File: src/rtl/agc_loop_ctrl.sv
// agc_loop_ctrl: windowed mean-|x| level detector and gain stepping loop
// for the AGC multiplier. Gain steps fast while acquiring, slow once
// locked, and can be frozen (hold) or restarted (run low) at any time.
//
// Output handshake: gain_valid is a one-cycle strobe with no ready; it is
// high for exactly the cycle after an update edge, and gain is stable and
// meaningful whenever gain_valid is high (and between strobes).
module agc_loop_ctrl #(
    parameter int          WIN_LOG2  = 6,
    parameter logic [15:0] GAIN_INIT = 16'h1000,
    parameter logic [15:0] GAIN_MIN  = 16'h0100,
    parameter logic [15:0] GAIN_MAX  = 16'hFFFF,
    parameter logic [15:0] STEP_FAST = 16'h0080,
    parameter logic [15:0] STEP_SLOW = 16'h0010,
    parameter int          LOCK_CNT  = 4
) (
    input  logic        clk,
    input  logic        reset,
    input  logic        clk_enable,
    input  logic        run,
    input  logic        hold,
    input  logic [12:0] in_sample,
    input  logic [11:0] ref_level,
    input  logic [11:0] tol,
    output logic [15:0] gain,
    output logic        gain_valid,
    output logic        locked,
    output logic [1:0]  state
);

    localparam int ACC_W = 12 + WIN_LOG2;
    localparam logic [WIN_LOG2-1:0] WIN_ONE  = 1;
    localparam logic [WIN_LOG2-1:0] WIN_LAST = '1;
    localparam logic [3:0]          LOCK_L   = 4'(LOCK_CNT);

    typedef enum logic [1:0] {
        ST_IDLE  = 2'd0,
        ST_ACQ   = 2'd1,
        ST_TRACK = 2'd2,
        ST_HOLD  = 2'd3
    } state_t;

    state_t              state_q;
    state_t              ret_q;       // state to resume after HOLD
    logic [15:0]         gain_q;
    logic                gain_valid_q;
    logic                locked_q;
    logic [ACC_W-1:0]    acc_q;
    logic [WIN_LOG2-1:0] win_cnt_q;
    logic [3:0]          band_cnt_q;
    logic                pend_q;      // a window closed on the previous edge
    logic                pend_hi_q;   // that window's mean was above band
    logic                pend_lo_q;   // that window's mean was below band

    logic [11:0]         neg_d;
    logic [11:0]         mag_d;
    logic                accept_d;
    logic [ACC_W-1:0]    acc_sum_d;
    logic                win_end_d;
    logic [11:0]         mean_d;
    logic [12:0]         hi_d;
    logic [11:0]         lo_d;
    logic                above_d;
    logic                below_d;
    logic [15:0]         step_d;
    logic [16:0]         gain_sum_d;
    logic [16:0]         dn_floor_d;
    logic [15:0]         gain_up_d;
    logic [15:0]         gain_dn_d;
    logic [3:0]          band_inc_d;
    logic                in_band_d;

    // Magnitude, window accumulation, band thresholds and clamped gain steps
    always_comb begin
        neg_d = 12'd0 - in_sample[11:0];
        if (!in_sample[12]) begin
            mag_d = in_sample[11:0];
        end else if (in_sample[11:0] == 12'd0) begin
            mag_d = 12'hFFF;          // -4096 has no 12-bit magnitude; saturate
        end else begin
            mag_d = neg_d;
        end

        accept_d  = clk_enable && run && !hold &&
                    ((state_q == ST_ACQ) || (state_q == ST_TRACK));
        acc_sum_d = acc_q + {{WIN_LOG2{1'b0}}, mag_d};
        win_end_d = accept_d && (win_cnt_q == WIN_LAST);
        mean_d    = acc_sum_d[ACC_W-1:WIN_LOG2];

        hi_d      = {1'b0, ref_level} + {1'b0, tol};
        lo_d      = (ref_level >= tol) ? (ref_level - tol) : 12'd0;
        above_d   = {1'b0, mean_d} > hi_d;
        below_d   = mean_d < lo_d;

        step_d     = (state_q == ST_TRACK) ? STEP_SLOW : STEP_FAST;
        gain_sum_d = {1'b0, gain_q} + {1'b0, step_d};
        dn_floor_d = {1'b0, step_d} + {1'b0, GAIN_MIN};
        gain_up_d  = (gain_sum_d > {1'b0, GAIN_MAX}) ? GAIN_MAX : gain_sum_d[15:0];
        gain_dn_d  = ({1'b0, gain_q} < dn_floor_d) ? GAIN_MIN : (gain_q - step_d);

        band_inc_d = band_cnt_q + 4'd1;
        in_band_d  = !pend_hi_q && !pend_lo_q;
    end

    // Loop state machine: sequencing, accumulation, gain update, lock tracking
    always_ff @(posedge clk) begin
        if (reset) begin
            state_q      <= ST_IDLE;
            ret_q        <= ST_IDLE;
            gain_q       <= GAIN_INIT;
            gain_valid_q <= 1'b0;
            locked_q     <= 1'b0;
            acc_q        <= '0;
            win_cnt_q    <= '0;
            band_cnt_q   <= '0;
            pend_q       <= 1'b0;
            pend_hi_q    <= 1'b0;
            pend_lo_q    <= 1'b0;
        end else if (!run) begin
            state_q      <= ST_IDLE;
            gain_q       <= GAIN_INIT;
            gain_valid_q <= 1'b0;
            locked_q     <= 1'b0;
            acc_q        <= '0;
            win_cnt_q    <= '0;
            band_cnt_q   <= '0;
            pend_q       <= 1'b0;
        end else begin
            gain_valid_q <= 1'b0;
            case (state_q)
                ST_IDLE: begin
                    gain_q <= GAIN_INIT;
                    if (!hold) begin
                        state_q <= ST_ACQ;
                    end
                end
                ST_HOLD: begin
                    if (!hold) begin
                        state_q  <= ret_q;
                        locked_q <= (ret_q == ST_TRACK);
                    end
                end
                default: begin
                    if (hold) begin
                        // Freeze gain, drop the partial window and any pending update
                        ret_q      <= state_q;
                        state_q    <= ST_HOLD;
                        locked_q   <= 1'b0;
                        acc_q      <= '0;
                        win_cnt_q  <= '0;
                        band_cnt_q <= '0;
                        pend_q     <= 1'b0;
                    end else begin
                        pend_q <= win_end_d;
                        if (win_end_d) begin
                            acc_q     <= '0;
                            win_cnt_q <= '0;
                            pend_hi_q <= above_d;
                            pend_lo_q <= below_d;
                        end else if (accept_d) begin
                            acc_q     <= acc_sum_d;
                            win_cnt_q <= win_cnt_q + WIN_ONE;
                        end

                        if (pend_q) begin
                            gain_valid_q <= 1'b1;
                            if (pend_hi_q) begin
                                gain_q <= gain_dn_d;
                            end else if (pend_lo_q) begin
                                gain_q <= gain_up_d;
                            end

                            if (state_q == ST_ACQ) begin
                                if (!in_band_d) begin
                                    band_cnt_q <= 4'd0;
                                end else if (band_inc_d == LOCK_L) begin
                                    band_cnt_q <= 4'd0;
                                    state_q    <= ST_TRACK;
                                    locked_q   <= 1'b1;
                                end else begin
                                    band_cnt_q <= band_inc_d;
                                end
                            end else begin
                                if (in_band_d) begin
                                    band_cnt_q <= 4'd0;
                                end else if (band_inc_d == LOCK_L) begin
                                    band_cnt_q <= 4'd0;
                                    state_q    <= ST_ACQ;
                                    locked_q   <= 1'b0;
                                end else begin
                                    band_cnt_q <= band_inc_d;
                                end
                            end
                        end
                    end
                end
            endcase
        end
    end

    assign gain       = gain_q;
    assign gain_valid = gain_valid_q;
    assign locked     = locked_q;
    assign state      = state_q;

endmodule

File: config.mk
export PLATFORM = sky130hd
export DESIGN_NAME = agc_loop_ctrl
export DESIGN_NICKNAME = d
export VERILOG_FILES = /design/src/rtl/agc_loop_ctrl.sv
export SDC_FILE = /design/constraint.sdc
export NUM_CORES = 1
export LEC_CHECK = 0
export CORE_MARGIN = 3
export CORE_UTILIZATION = 63
export DETAILED_ROUTE_END_ITERATION = 10
export PLACE_DENSITY = 0.88
export SETUP_SLACK_MARGIN = 0.1
export SLEW_MARGIN = 25
export SYNTH_ARGS = -nofsm -noshare
export SYNTH_HDL_FRONTEND = slang
export SYNTH_SLANG_ARGS = --single-unit
File: constraint.sdc
create_clock -name clk -period 10.5 [get_ports clk]
set_clock_uncertainty 0.15 [all_clocks]
set_input_delay 2.1 -clock clk [delete_from_list [all_inputs] [get_ports clk]]
set_output_delay 2.1 -clock clk [all_outputs]
set_load 0.02 [all_outputs]
==> results.json <==
{
  "min_path_type": "reg -> reg",
  "syn-cell-area_um2": 5520,
  "finalSetupViolCount": 0,
  "clock.fmax_mhz": 141,
  "viasPerCell": 6.21,
  "rows": 33,
  "gr-total-overflow": 0,
  "startpoint_type": "input port",
  "syn_area_per_cell_um2": 7.67,
  "ys_ff_latch": 50,
  "status": "completed",
  "routed_wl_mm": 13.4,
  "end_kind": "flop",
  "core_area_um2": 8380,
  "period_needed_ps": 7090,
  "synth_edf_count": 0,
  "relSlewSlack_pct": 38.8,
  "crit_arrival_ps": 7160,
  "hold_viol": 0,
  "die_h_um": 99.6,
  "finalCritPeriodShare_pct": 67.5,
  "multiInputGateArea_um2": 4220,
  "fill_cells": 637,
  "post-cts-setup-buffers": 0,
  "grt_max_degree": 46,
  "drv_cap": 0,
  "rsz0062_at_grt": "false",
  "ys.flop_type": "dfxtp_1",
  "synthArstFlopShare_pct": 0,
  "area_delta_synth_final_pct": 12.7,
  "leakage_nw": 2.57,
  "wl_per_cell_um": 15.4,
  "final-seq-area_um2": 1000,
  "synthesis.nets": 838,
  "ys_seq_area_share_pct": 18.1,
  "fin_tns_setup_ps": 0,
  "power.density_nw_per_um2": 78.6,
  "hpwl_mm": 10.5,
  "die-area_um2": 9920,
  "worstSetupPathType": "in -> reg",
  "antenna_found_initial": 0,
  "drive_gt1_share_pct": 5.92,
  "first_pass_iters": 5,
  "grt_pass1_vias": 5269,
  "drc": 0,
  "hold_buffers": 0,
  "h-tree-depth": 2,
  "cp.required_ps": 10570,
  "irDropWorstVdd_v": 0.0000498,
  "syn_inst": 720,
  "final_core_util_pct": 74.2,
  "grt_pass1_wl_mm": 22.8,
  "clockBufferDepth": 2,
  "cts.sinks": 50,
  "slew_violations": 0,
  "final_nets": 878,
  "tritoncts": "done",
  "die_w_um": 99.6,
  "synth_warnings": 0,
  "io_pins": 62,
  "cts.repair.resized": 0,
  "insertion_delay_ps": 310,
  "ys_types": 74,
  "ant_nets": 0,
  "diodes": 0,
  "worst_pin_slew_ps": 911,
  "clkTransAtPathRegs_ps": 100,
  "cts_made_buffers": 5,
  "vias": 5372,
  "crit_path_max_fanout": 10,
  "grt_usage_pct": 27.0,
  "place_congestion": 0.873,
  "port-buffer-count": 61,
  "start_util_pct": 65.9,
  "cts-root-buf": "clkbuf_8",
  "drt_iter0_drc": 289
}
## critical path, cell delays in order
cell and delay [ps]:
clkdlybuf4s50_1 470, nor3_1 300, nand3_1 180, nor2_1 200, nand2_1 230, o211ai_1 240, ha_1 300, a21o_1 180
a21o_1 190, a21oi_1 230, o21ai_0 140, a41o_1 280, a31o_2 270, a21oi_1 290, nor2_1 90, xor2_1 170
ha_1 310, nand2_1 70, or2_2 280, o32ai_2 240, a2bb2oi_2 100, o41ai_2 280
## final timing paths
check                    startpoint                endpoint  slack, ps  cells past startpoint
max                    in_sample[5]  pend_hi_q$_SDFFE_PP0P_       3410                     22
min          acc_q[15]$_SDFFE_PP0P_  acc_q[15]$_SDFFE_PP0P_        330                      1
max reg2reg   acc_q[1]$_SDFFE_PP0P_  pend_hi_q$_SDFFE_PP0P_       6470                     16
min reg2reg  acc_q[15]$_SDFFE_PP0P_  acc_q[15]$_SDFFE_PP0P_        330                      1
## where the power goes
group	internal (W)	switching, W	leakage (nW)
clock	0.0000459	0.0000660	0.0373
sequential	0.000190	0.00000109	0.403
combinational	0.0000813	0.000105	2.13
total	0.000317	0.000172	2.57
## sequential cells by signal, summed over array words and instances (netlist names)
signal and flops:
acc_q 18, gain 13, win_cnt_q 6, band_cnt_q 4, ret_q 2, state 2
gain_valid 1, locked 1, pend_hi_q 1, pend_lo_q 1, pend_q 1
## cells in the final DEF, fill, tap and decap left out, types with 4 or more instances in the layout
master and instances:
or2_2 4, a21oi_1 54, nor3_1 13, o21ai_0 44
a31o_2 6, o21bai_1 6, or3_1 7, nor4_1 6
mux2i_1 5, o31ai_1 9, o211ai_1 6, nor2_1 75
and4_1 4, xor2_1 24, and3_1 5, nand2b_1 15
clkdlybuf4s50_1 61, nand4_1 6, xnor2_1 27, nand3_1 16
inv_1 42, clkbuf_8 5, nor3b_1 4, a22oi_1 17
a221oi_1 4, a31oi_1 9, dfxtp_1 50, ha_1 73
nor2b_1 8, a21o_1 8, nand2_1 60, a21oi_2 5
nand3b_1 5, o21a_1 10
## cell usage after synthesis (all sizes together) (9+ instances only)
cell / count / area share, %
nand3: 16 / 1.5
nand2: 60 / 4.1
a31oi: 9 / 1.0
nor3: 15 / 1.7
a22oi: 17 / 2.3
inv: 42 / 2.9
nor2: 75 / 5.1
o21ai: 50 / 4.7
o31ai: 9 / 1.2
a21oi: 59 / 5.7
xnor2: 28 / 4.6
ha: 73 / 17
nand2b: 15 / 1.7
dfxtp: 50 / 18
nor2b: 9 / 1.2
xor2: 25 / 4.1
clkbuf: 20 / 1.4
buf: 11 / 1.2
o21a: 10 / 1.4
## cells by family (layout without fill, tap and decap cells)
group / after synthesis / after routing / share of synthesized area [%]
muxes: 7 / 7 / 1.31
xor gates and xnor gates: 53 / 53 / 8.68
DFF: 50 / 50 / 18.1
adders and majority gates: 78 / 78 / 18.0
and+or+nand+nor: 246 / 246 / 22.7
buffers and inverters: 74 / 114 / 5.51
AOI/OAI and AO/OA: 212 / 212 / 25.6
## layer usage
layer  part of all wire (%)  vias up  global-route usage, %  wire length [µm]
li1                       -     2658                      -                 -
met1                     43     2511                   33.9              5790
met2                     50      180                   48.3              6670
met3                    5.3       23                   3.23               709
met4                    1.3        0                   7.88               178
met5                      0        -                      0                 0
## cell type report
class / instances / area share (%)
well taps: 105 / 2.11
clock buffers: 6 / 1.17
multi-input cells: 596 / 67.7
flip-flops and latches: 50 / 16.1
clock inverters: 1 / 0.121
repair buffers: 64 / 10.2
inverters: 43 / 2.59
## per-stage QoR
step	setup slack, ps	power, W	instances	hold slack, ps	instance area, µm²
detailed placement	3120	0.000378	858	322	6140
CTS	3430	0.000487	865	334	6220
global route	3090	0.000519	865	356	6220
global placement	3450	0.000370	858	312	6140
finish	3410	0.000489	865	332	6220
floorplan	4260	0.000326	720	291	5520
No activity file was read; power rests on OpenSTA's default activity.
